--- src/rtl/msi_pkg.sv ---
// Purpose: shared types for the MSI cache controllers (line states, FSM states, bus commands).
// Latency: n/a (types and constants only).
// Backpressure: n/a.
package msi_pkg;

    typedef enum logic [1:0] {
        INVALID  = 2'd0,
        SHARED   = 2'd1,
        MODIFIED = 2'd2
    } msi_state_t;

    typedef enum logic [2:0] {
        ST_IDLE,
        ST_ARBITRATE,
        ST_WRITE_BACK,
        ST_FILL,
        ST_INVALIDATE
    } ctrl_state_t;

    // Bus command vector, ordered {invalidate, write, read_exclusive, read}; at most one bit set.
    localparam logic [3:0] BUS_CMD_NONE  = 4'b0000;
    localparam logic [3:0] BUS_CMD_READ  = 4'b0001;
    localparam logic [3:0] BUS_CMD_READX = 4'b0010;
    localparam logic [3:0] BUS_CMD_WRITE = 4'b0100;
    localparam logic [3:0] BUS_CMD_INV   = 4'b1000;

endpackage

--- src/rtl/line_word_counter.sv ---
// Purpose: word-within-line counter for write-back / fill bursts, with last-word flag.
// Latency: count updates one cycle after increment; last is combinational from count.
// Backpressure: advances only on increment (bus ack); clear has priority and wraps naturally.
module line_word_counter #(
    parameter int WIDTH = 2
) (
    input  logic             clock,
    input  logic             reset,
    input  logic             clear,
    input  logic             increment,
    output logic [WIDTH-1:0] count,
    output logic             last
);

    // Count acknowledged words; clear/reset return to word 0, last word wraps to 0.
    always_ff @(posedge clock) begin
        if (reset || clear) begin
            count <= '0;
        end else if (increment) begin
            count <= count + 1'b1;
        end
    end

    assign last = &count;

endmodule

--- src/rtl/msi_cpu_cache_controller.sv ---
// Purpose: CPU-side MSI write-back/write-allocate controller mastering one port of a direct-mapped cache.
// Latency: hits complete in the request cycle; misses take 2 + N (clean) or 2 + 2N (dirty victim) bus words plus waits.
// Backpressure: CPU request held until cpuFunctionComplete; bus words advance only on busAck, bus access only after busGrant.
module msi_cpu_cache_controller
    import msi_pkg::*;
#(
    parameter int TAG_WIDTH    = 8,
    parameter int INDEX_WIDTH  = 4,
    parameter int OFFSET_WIDTH = 2,
    parameter int DATA_WIDTH   = 32
) (
    input  logic                                          clock,
    input  logic                                          reset,
    input  logic [TAG_WIDTH+INDEX_WIDTH+OFFSET_WIDTH-1:0] cpuAddress,
    input  logic                                          cpuRead,
    input  logic                                          cpuWrite,
    input  logic [DATA_WIDTH-1:0]                         cpuDataIn,
    output logic [DATA_WIDTH-1:0]                         cpuDataOut,
    output logic                                          cpuFunctionComplete,
    output logic [INDEX_WIDTH-1:0]                        cacheIndex,
    output logic [OFFSET_WIDTH-1:0]                       cacheOffset,
    output logic [TAG_WIDTH-1:0]                          cacheTagOut,
    input  logic [TAG_WIDTH-1:0]                          cacheTagIn,
    input  logic                                          cacheHit,
    input  logic [1:0]                                    cacheStateIn,
    output logic [1:0]                                    cacheStateOut,
    input  logic [DATA_WIDTH-1:0]                         cacheDataIn,
    output logic [DATA_WIDTH-1:0]                         cacheDataOut,
    output logic                                          cacheWriteTag,
    output logic                                          cacheWriteState,
    output logic                                          cacheWriteData,
    output logic                                          busRequest,
    input  logic                                          busGrant,
    output logic [TAG_WIDTH+INDEX_WIDTH+OFFSET_WIDTH-1:0] busAddress,
    output logic                                          busRead,
    output logic                                          busReadExclusive,
    output logic                                          busWrite,
    output logic                                          busInvalidate,
    output logic [DATA_WIDTH-1:0]                         busDataOut,
    input  logic [DATA_WIDTH-1:0]                         busDataIn,
    input  logic                                          busAck
);

    localparam int ADDR_WIDTH = TAG_WIDTH + INDEX_WIDTH + OFFSET_WIDTH;

    ctrl_state_t             state;
    logic [TAG_WIDTH-1:0]    req_tag;
    logic [INDEX_WIDTH-1:0]  req_index;
    logic [OFFSET_WIDTH-1:0] req_offset;
    logic                    req_write;
    logic [3:0]              bus_cmd;
    logic [OFFSET_WIDTH-1:0] word_count;
    logic                    word_last;

    logic [TAG_WIDTH-1:0]    cpu_tag;
    logic [INDEX_WIDTH-1:0]  cpu_index;
    logic [OFFSET_WIDTH-1:0] cpu_offset;
    logic                    cpu_req;
    logic                    idle_serve;
    logic                    in_burst;

    assign cpu_tag    = cpuAddress[ADDR_WIDTH-1:INDEX_WIDTH+OFFSET_WIDTH];
    assign cpu_index  = cpuAddress[INDEX_WIDTH+OFFSET_WIDTH-1:OFFSET_WIDTH];
    assign cpu_offset = cpuAddress[OFFSET_WIDTH-1:0];
    assign cpu_req    = cpuRead | cpuWrite;

    // A request present in IDLE is served locally when it hits and, for a write, the line is already owned.
    assign idle_serve = cacheHit && (!cpuWrite || (cacheStateIn == MODIFIED));
    assign in_burst   = (state == ST_WRITE_BACK) || (state == ST_FILL);

    assign {busInvalidate, busWrite, busReadExclusive, busRead} = bus_cmd;

    line_word_counter #(
        .WIDTH (OFFSET_WIDTH)
    ) u_word_counter (
        .clock     (clock),
        .reset     (reset),
        .clear     (!in_burst),
        .increment (in_burst && busAck),
        .count     (word_count),
        .last      (word_last)
    );

    // Control FSM; the request is latched on leaving IDLE so a dropped request still finishes its fill.
    always_ff @(posedge clock) begin
        if (reset) begin
            state      <= ST_IDLE;
            req_tag    <= '0;
            req_index  <= '0;
            req_offset <= '0;
            req_write  <= 1'b0;
        end else begin
            case (state)
                ST_IDLE: begin
                    if (cpu_req && !idle_serve) begin
                        state      <= ST_ARBITRATE;
                        req_tag    <= cpu_tag;
                        req_index  <= cpu_index;
                        req_offset <= cpu_offset;
                        req_write  <= cpuWrite;
                    end
                end
                ST_ARBITRATE: begin
                    // The snooper may have touched the line while we waited, so decide on the live lookup.
                    if (busGrant) begin
                        if (cacheHit && req_write && (cacheStateIn == SHARED)) begin
                            state <= ST_INVALIDATE;
                        end else if (cacheHit) begin
                            state <= ST_IDLE;
                        end else if (cacheStateIn == MODIFIED) begin
                            state <= ST_WRITE_BACK;
                        end else begin
                            state <= ST_FILL;
                        end
                    end
                end
                ST_WRITE_BACK: begin
                    if (busAck && word_last) begin
                        state <= ST_FILL;
                    end
                end
                ST_FILL: begin
                    if (busAck && word_last) begin
                        state <= ST_IDLE;
                    end
                end
                ST_INVALIDATE: begin
                    if (busAck) begin
                        state <= ST_IDLE;
                    end
                end
                default: state <= ST_IDLE;
            endcase
        end
    end

    // Outputs decoded from state and live inputs; everything is forced low while reset is high.
    always_comb begin
        cpuDataOut          = '0;
        cpuFunctionComplete = 1'b0;
        cacheIndex          = '0;
        cacheOffset         = '0;
        cacheTagOut         = '0;
        cacheStateOut       = '0;
        cacheDataOut        = '0;
        cacheWriteTag       = 1'b0;
        cacheWriteState     = 1'b0;
        cacheWriteData      = 1'b0;
        busRequest          = 1'b0;
        busAddress          = '0;
        busDataOut          = '0;
        bus_cmd             = BUS_CMD_NONE;
        if (!reset) begin
            case (state)
                ST_IDLE: begin
                    if (cpu_req) begin
                        cacheIndex  = cpu_index;
                        cacheOffset = cpu_offset;
                        cacheTagOut = cpu_tag;
                        if (cacheHit && !cpuWrite) begin
                            cpuDataOut          = cacheDataIn;
                            cpuFunctionComplete = 1'b1;
                        end else if (cacheHit && (cacheStateIn == MODIFIED)) begin
                            cacheWriteData      = 1'b1;
                            cacheDataOut        = cpuDataIn;
                            cpuFunctionComplete = 1'b1;
                        end else begin
                            busRequest = 1'b1;
                        end
                    end
                end
                ST_ARBITRATE: begin
                    busRequest  = 1'b1;
                    cacheIndex  = req_index;
                    cacheOffset = req_offset;
                    cacheTagOut = req_tag;
                end
                ST_WRITE_BACK: begin
                    busRequest  = 1'b1;
                    bus_cmd     = BUS_CMD_WRITE;
                    cacheIndex  = req_index;
                    cacheOffset = word_count;
                    cacheTagOut = req_tag;
                    busAddress  = {cacheTagIn, req_index, word_count};
                    busDataOut  = cacheDataIn;
                end
                ST_FILL: begin
                    busRequest  = 1'b1;
                    bus_cmd     = req_write ? BUS_CMD_READX : BUS_CMD_READ;
                    cacheIndex  = req_index;
                    cacheOffset = word_count;
                    cacheTagOut = req_tag;
                    busAddress  = {req_tag, req_index, word_count};
                    if (busAck) begin
                        cacheWriteData = 1'b1;
                        cacheDataOut   = busDataIn;
                        if (word_last) begin
                            cacheWriteTag   = 1'b1;
                            cacheWriteState = 1'b1;
                            cacheStateOut   = req_write ? MODIFIED : SHARED;
                        end
                    end
                end
                ST_INVALIDATE: begin
                    busRequest  = 1'b1;
                    bus_cmd     = BUS_CMD_INV;
                    cacheIndex  = req_index;
                    cacheOffset = req_offset;
                    cacheTagOut = req_tag;
                    busAddress  = {req_tag, req_index, req_offset};
                    if (busAck) begin
                        cacheWriteState     = 1'b1;
                        cacheStateOut       = MODIFIED;
                        cacheWriteData      = 1'b1;
                        cacheDataOut        = cpuDataIn;
                        cpuFunctionComplete = 1'b1;
                    end
                end
                default: begin
                    busRequest = 1'b0;
                end
            endcase
        end
    end

endmodule

--- config.mk ---
export PLATFORM = sky130hd
export DESIGN_NAME = msi_cpu_cache_controller
export DESIGN_NICKNAME = d
export VERILOG_FILES = /design/src/rtl/msi_pkg.sv /design/src/rtl/line_word_counter.sv /design/src/rtl/msi_cpu_cache_controller.sv
export SDC_FILE = /design/constraint.sdc
export NUM_CORES = 1
export LEC_CHECK = 0
export ABC_AREA = 0
export CORE_AREA = 5 5 98 100
export CTS_CLUSTER_DIAMETER = 50
export CTS_CLUSTER_SIZE = 25
export DETAILED_ROUTE_END_ITERATION = 10
export DIE_AREA = 0 0 103 105
export GPL_ROUTABILITY_DRIVEN = 1
export MAX_ROUTING_LAYER = met4
export PLACE_DENSITY = 0.88
export SLEW_MARGIN = 20
export SYNTH_ARGS = -nofsm -noshare
export SYNTH_HDL_FRONTEND = slang
export SYNTH_SLANG_ARGS = --single-unit
--- constraint.sdc ---
create_clock -name clock -period 2.68 [get_ports clock]
set_input_delay 0.268 -clock clock [delete_from_list [all_inputs] [get_ports clock]]
set_output_delay 0.268 -clock clock [all_outputs]
set_load 0.02 [all_outputs]
==> results.py, run 1 <==
metrics = {
    "outcome": {
        "run_status": "completed",
    },
    "worst_setup_path": {
        "crit_type": "reg2out",
        "worst_r2r_startpoint": "state[0]",
        "r2r_cells": 6,
        "arrival_ns": 2.29,
        "crit_slowest_cell": "clkdlybuf4s50_1",
        "crit_path_start": "state[0]",
        "slowest_delay_ns": 0.63,
        "crit_fanout": 13,
        "reg2reg_setup_slack_ns": 0.85,
        "rr_endpoint": "state[1]",
        "cp-start-kind": "register",
        "critPathCaptureType": "primary output",
        "crit_required_ns": 2.41,
        "crit_chain": "buf_4, or3b_1, a21oi_2, and2_1, clkdlybuf4s50_1",
    },
    "clock_network": {
        "clkSinkCount": 20,
        "ctsRootBufferMaster": "clkbuf_8",
        "post-cts-setup-buffer-count": 0,
        "clockBufferDepth": 2,
        "clk_latency_ns": 0.26,
        "numCtsBuffers": 3,
        "cts_max_level": 1,
        "cts_tree": "done",
        "clk_pin_slew_ns": 0.07,
    },
    "finish": {
        "final_common_cell": "clkdlybuf4s50_1",
        "final_cell_mix": "clkdlybuf4s50_1, dlymetal6s2s_1, and2_1, nor2_1, a22o_1",
        "stdcell_count": 713,
        "drive_above_1_share_pct": 7.333,
        "nets": 730,
        "areaGrowthSynthToFinish_pct": 126.8,
    },
    "detailed_routing": {
        "drt.antenna.violating_nets": 0,
        "drc_errors": 0,
        "wl_per_cell_um": 20.02,
        "drtPass1Iterations": 5,
        "routed_wl_um": 14270,
        "drt_iter0_markers": 270,
        "viasPerCell": 5.123,
        "vias": 3653,
    },
    "synth": {
        "async_reset_ff_share_pct": 0,
        "synth_seq_cells": 20,
        "synth_flop_cell": "dfxtp_1",
        "synth_fp_nets": 474,
        "syn_inst": 346,
        "syn-cell-area_mm2": 0.002420,
        "seq_area_frac_synth_pct": 16.55,
        "ys_warn_count": 0,
        "yosysUniqueCellTypes": 50,
        "syn_avg_cell_area_um2": 6.994,
        "synth_edf_count": 0,
    },
    "die": {
        "core_area_mm2": 0.008593,
        "die_area_mm2": 0.01082,
        "start_util_pct": 28.16,
        "fp.dieH_um": 105,
        "io_pins": 262,
        "rows": 34,
        "fp.dieW_um": 103,
    },
    "sta": {
        "grt_setup_unrepaired": "false",
        "clock_skew_ns": 0.005577,
        "period_minus_slack_ns": 2.560,
        "period_share_pct": 95.52,
        "hold_viol_final": 0,
        "final-setup-viol-count": 0,
        "fmax_mhz": 390.6,
        "relSlewSlack_pct": 74.29,
        "whs_ns": 0.3257,
        "slew_viol_final": 0,
        "tightestPinTransition_ns": 0.3848,
        "tns_ns": 0,
    },
    "grt": {
        "grt_max_degree": 34,
        "grt_overflow": 0,
        "grt_pass1_wl_um": 20220,
        "first_global_vias": 3666,
        "grt_util_all_layers_pct": 24.47,
        "antenna_found_initial": 5,
    },
    "place": {
        "gp_congestion": 0.9040,
        "dp_cells": 705,
        "io_buffers": 261,
        "dp_hpwl_um": 11740,
    },
    "hold_path": {
        "hold_end": "req_write",
        "hold_path.class": "in2reg",
        "min_path_cells": 2,
        "hp-start": "reset",
    },
    "pwr": {
        "p_clk_share_pct": 8.4,
        "switching_share_pct": 45.19,
        "p_int_mw": 1.280,
        "ir_drop_uv": 339.1,
        "p_sw_mw": 1.055,
        "power_mw": 2.335,
        "leakagePower_nw": 3.330,
        "power_frac_seq_pct": 18.3,
        "powerDensity_mw_per_mm2": 425.4,
        "pwr-share-comb_pct": 73.2,
    },
    "run": {
        "cap_viol_max_count": 0,
    },
}
-- stage by stage --
stage / area [µm²] / util, % / setup WS (ns)
after floorplan: 2420 / - / 0.8176
after global placement: 5234 / 60.91 / 0.1057
after detailed placement: 5234 / 60.91 / 0.07358
after CTS: 5279 / 61.43 / 0.01092
after global routing: 5489 / 63.88 / 0.003501
final: 5489 / 63.88 / 0.1199
-- synth_stat cells (10+ instances only) --
library cell,instances,area (µm²)
and2_1,70,437.9
clkbuf_1,12,45.04
dfxtp_1,20,400.4
a22o_1,32,280.3
nand2_1,10,37.54
nand3_1,19,95.09
a22oi_1,12,90.09
o21ai_0,16,80.08
nor2_1,39,146.4
buf_2,19,95.09
a21oi_1,30,150.1
mux2i_1,10,100.1
-- power by group through the flow --
stage               registers (mW)  logic [mW]  clock network, mW
detailed placement           0.432        1.71                  0
finish                       0.428        1.71              0.197
global placement             0.425        1.68                  0
global route                 0.436        1.83              0.211
floorplan                    0.403       0.967                  0
CTS                          0.425        1.72              0.200
-- flip-flops by register name, indices dropped and copies added, names as in the netlist --
signal and flops:
req_tag 8, u_word_counter.count 2, req_write 1, state 3, req_offset 2, req_index 4
-- cell families (layout without fill, tap and decap cells) --
group	count (synthesis)	in the layout	synth area share, %
buf+inv	41	295	8.635
xor+xnor	2	2	0.7240
fa+ha+maj	1	1	0.5170
flops	20	20	16.55
simple gates	167	167	38.99
compound gates	105	105	30.46
other cells	0	5	0
mux	10	10	4.137
-- what timing repair did --
| action | 4_1_cts | 5_1_grt |
|---|---|---|
| endpoints found under the hold margin | 0 | 0 |
| resized for setup | 1 | 78 |
| endpoints found under the setup margin | 23 | 79 |
| hold buffers | 0 | 0 |
-- worst max-delay path: cells and delay by family (launching register included) --
kind / cells / cell delay, ns
buf+inv: 2 / 0.84
simple gates: 2 / 0.61
flops: 1 / 0.34
compound gates: 1 / 0.24
-- worst max-delay path by stage --
stage	endpoint	slack, ns	cells after the start
floorplan	cpuFunctionComplete	0.82	5
global placement	cacheDataOut[8]	0.11	7
detailed placement	cacheDataOut[8]	0.07	7
CTS	cacheDataOut[15]	0.01	7
global route	busAddress[13]	0.004	6
finish	busAddress[4]	0.12	5
-- final cells by class --
type / instances / area (µm²)
fillers: 702 / 3104
repair buffers: 290 / 3058
multi-input cells: 285 / 1834
flip-flops and latches: 20 / 400.4
well taps: 108 / 135.1
clock buffers: 3 / 41.29
diodes: 5 / 12.51
inverters: 2 / 7.507
-- layer usage --
| layer | share of wire, % | routed length, µm | up-vias | GRT usage, % |
|---|---|---|---|---|
| met5 | 0 | 0 | - | - |
| met4 | 1.1 | 155 | 0 | 3.238 |
| met3 | 11 | 1535 | 10 | 6.329 |
| met2 | 49 | 6957 | 188 | 41.15 |
| met1 | 39 | 5625 | 1702 | 29.98 |
| li1 | - | - | 1753 | - |
Power figures use the tool's default switching activity.
==> run 2: changes to the inputs <==
--- a/config.mk
+++ b/config.mk
@@ -6,14 +6,15 @@
 export NUM_CORES = 1
 export LEC_CHECK = 0
 export ABC_AREA = 0
-export CORE_AREA = 5 5 98 100
+export CORE_ASPECT_RATIO = 0.7
+export CORE_MARGIN = 5
+export CORE_UTILIZATION = 31
 export CTS_CLUSTER_DIAMETER = 50
 export CTS_CLUSTER_SIZE = 25
 export DETAILED_ROUTE_END_ITERATION = 10
-export DIE_AREA = 0 0 103 105
 export GPL_ROUTABILITY_DRIVEN = 1
 export MAX_ROUTING_LAYER = met4
-export PLACE_DENSITY = 0.88
+export PLACE_DENSITY = 0.95
 export SLEW_MARGIN = 20
 export SYNTH_ARGS = -nofsm -noshare
 export SYNTH_HDL_FRONTEND = slang
==> results.py, run 2 (synthesis gave the netlist of run 1 again) <==
metrics = {
    "worst_setup_path": {
        "worst_r2r_startpoint": "state[2]",
        "crit_slowest_cell": "clkdlybuf4s50_1",
        "crit_required_ns": 2.41,
        "arrival_ns": 2.37,
        "critPathCaptureType": "primary output",
        "r2r_cells": 5,
        "rr_endpoint": "state[0]",
        "crit_fanout": 32,
        "crit_type": "reg2out",
        "reg2reg_setup_slack_ns": 0.80,
        "crit_chain": "buf_6, nand2_1, o21ai_1, and3b_1, buf_12, a22o_1, clkdlybuf4s50_1",
        "cp-start-kind": "register",
        "slowest_delay_ns": 0.59,
    },
    "place": {
        "preCtsSetupSlack_ns": 0.03551,
        "io_buffers": 261,
        "gp_congestion": 0.9669,
        "place_area_mm2": 0.005220,
        "dp_hpwl_um": 10930,
    },
    "hold_path": {
        "hp-start": "req_index[3]",
        "min_path_cells": 2,
        "hold_end": "req_index[3]",
        "hold_path.class": "reg2reg",
    },
    "grt": {
        "grt_util_all_layers_pct": 27.43,
        "antenna_found_initial": 0,
        "grt_pass1_wl_um": 20780,
        "first_global_vias": 3702,
        "grt_max_degree": 34,
        "grt_overflow": 0,
    },
    "clock_network": {
        "clk_pin_slew_ns": 0.08,
        "ctsRootBufferMaster": "clkbuf_8",
        "clockBufferDepth": 2,
        "cts_max_level": 1,
        "clk_latency_ns": 0.27,
        "numCtsBuffers": 3,
        "cts_tree": "done",
        "clkSinkCount": 20,
        "post-cts-setup-buffer-count": 0,
    },
    "detailed_routing": {
        "drt.antenna.violating_nets": 0,
        "viasPerCell": 5.383,
        "drc_errors": 0,
        "drtPass1Iterations": 8,
        "routed_wl_um": 14200,
        "vias": 3763,
        "wl_per_cell_um": 20.31,
        "drt_iter0_markers": 330,
    },
    "sta": {
        "fmax_mhz": 378.8,
        "slew_viol_final": 0,
        "period_share_pct": 98.50,
        "final-setup-viol-count": 0,
        "tns_ns": 0,
        "hold_viol_final": 0,
        "tightestPinTransition_ns": 0.3425,
        "fin_ws_ns": 0.04016,
        "relSlewSlack_pct": 77.17,
        "period_minus_slack_ns": 2.640,
        "whs_ns": 0.4944,
        "clock_skew_ns": 0.001150,
    },
    "finish": {
        "multi_input_area_mm2": 0.001844,
        "final_common_cell": "clkdlybuf4s50_1",
        "drive_above_1_share_pct": 7.191,
        "regArea_um2": 401.6,
        "final_area_mm2": 0.005492,
        "reg.largest.list": "req_tag x8, req_index x4, state x3",
        "largest_register_ff_count": 8,
        "fill_cells": 581,
        "areaGrowthSynthToFinish_pct": 126.9,
        "nets": 727,
        "insertedDiodeCount": 0,
        "final_cell_mix": "clkdlybuf4s50_1, and2_1, dlymetal6s2s_1, nor2_1, a22o_1",
        "regMostFlops": "req_tag",
    },
    "die": {
        "fp.dieW_um": 115.6,
        "io_pins": 262,
        "start_util_pct": 31.28,
        "die_area_mm2": 0.009701,
        "core_area_mm2": 0.007736,
        "rows": 27,
        "fp.dieH_um": 83.92,
    },
    "pwr": {
        "ir_drop_uv": 337.9,
        "powerDensity_mw_per_mm2": 452.5,
        "power_mw": 2.485,
        "leakagePower_nw": 3.262,
    },
    "run": {
        "cap_viol_max_count": 0,
    },
    "outcome": {
        "run_status": "completed",
    },
}
==> run 2: through the flow <==
step	utilization, %	instances
floorplan	-	346
global placement	67.48	695
detailed placement	67.48	695
CTS	68.61	699
global route	70.99	699
finish	70.99	699
==> run 2: what timing repair did <==
| item | CTS | global route |
|---|---|---|
| setup endpoints to repair | 40 | 79 |
| resized for setup | 8 | 73 |
| hold buffers | 0 | 0 |
==> run 2: per-layer routing <==
layer,vias to the layer above,wire (µm),GRT usage [%]
met5,-,0,-
met4,0,355,4.264
met3,42,1317,5.290
met2,223,7300,48.95
met1,1757,5225,32.34
li1,1741,-,-
==> run 2: worst max-delay path by stage <==
stage	startpoint	to	slack [ns]	cells after the start
5_1_grt	state[2]	cacheIndex[1]	-0.01	6
6_report	state[2]	cacheDataOut[13]	0.04	7
3_5_place_dp	cpuWrite	cacheDataOut[21]	0.04	7
4_1_cts	state[0]	cacheDataOut[22]	0.01	7
2_1_floorplan	state[2]	cpuFunctionComplete	0.82	5
3_3_place_gp	cpuWrite	cacheDataOut[25]	0.09	7
==> run 2: worst max-delay path, delay by kind of cell, from the launching register on <==
family          cells  cell delay [ns]
buf+inv             3             1.01
compound gates      2             0.26
flops               1             0.45
simple gates        2             0.37
==> run 2: layout make-up <==
| cell class | instances | share of cell area (%) |
|---|---|---|
| multi-input cells | 285 | 33.58 |
| inverters | 2 | 0.1367 |
| flip-flops and latches | 20 | 7.314 |
| repair buffers | 287 | 55.37 |
| clock inverters | 1 | 0.5468 |
| well taps | 101 | 2.301 |
| clock buffers | 3 | 0.7519 |
==> run 2: power breakdown <==
part	switching [mW]	internal, mW	total [mW]
logic	0.918	0.814	1.73
registers	0.0813	0.360	0.441
clock network	0.113	0.200	0.312
==> run 3: changes to the inputs <==
--- a/config.mk
+++ b/config.mk
@@ -6,15 +6,14 @@
 export NUM_CORES = 1
 export LEC_CHECK = 0
 export ABC_AREA = 0
-export CORE_ASPECT_RATIO = 0.7
-export CORE_MARGIN = 5
-export CORE_UTILIZATION = 31
+export CORE_AREA = 5 5 98 100
 export CTS_CLUSTER_DIAMETER = 50
 export CTS_CLUSTER_SIZE = 25
 export DETAILED_ROUTE_END_ITERATION = 10
+export DIE_AREA = 0 0 103 105
 export GPL_ROUTABILITY_DRIVEN = 1
 export MAX_ROUTING_LAYER = met4
-export PLACE_DENSITY = 0.95
+export PLACE_DENSITY = 0.88
 export SLEW_MARGIN = 20
 export SYNTH_ARGS = -nofsm -noshare
 export SYNTH_HDL_FRONTEND = slang
==> results of run 3 <==
Final layout, timing and power as in run 1 (identical DEF).
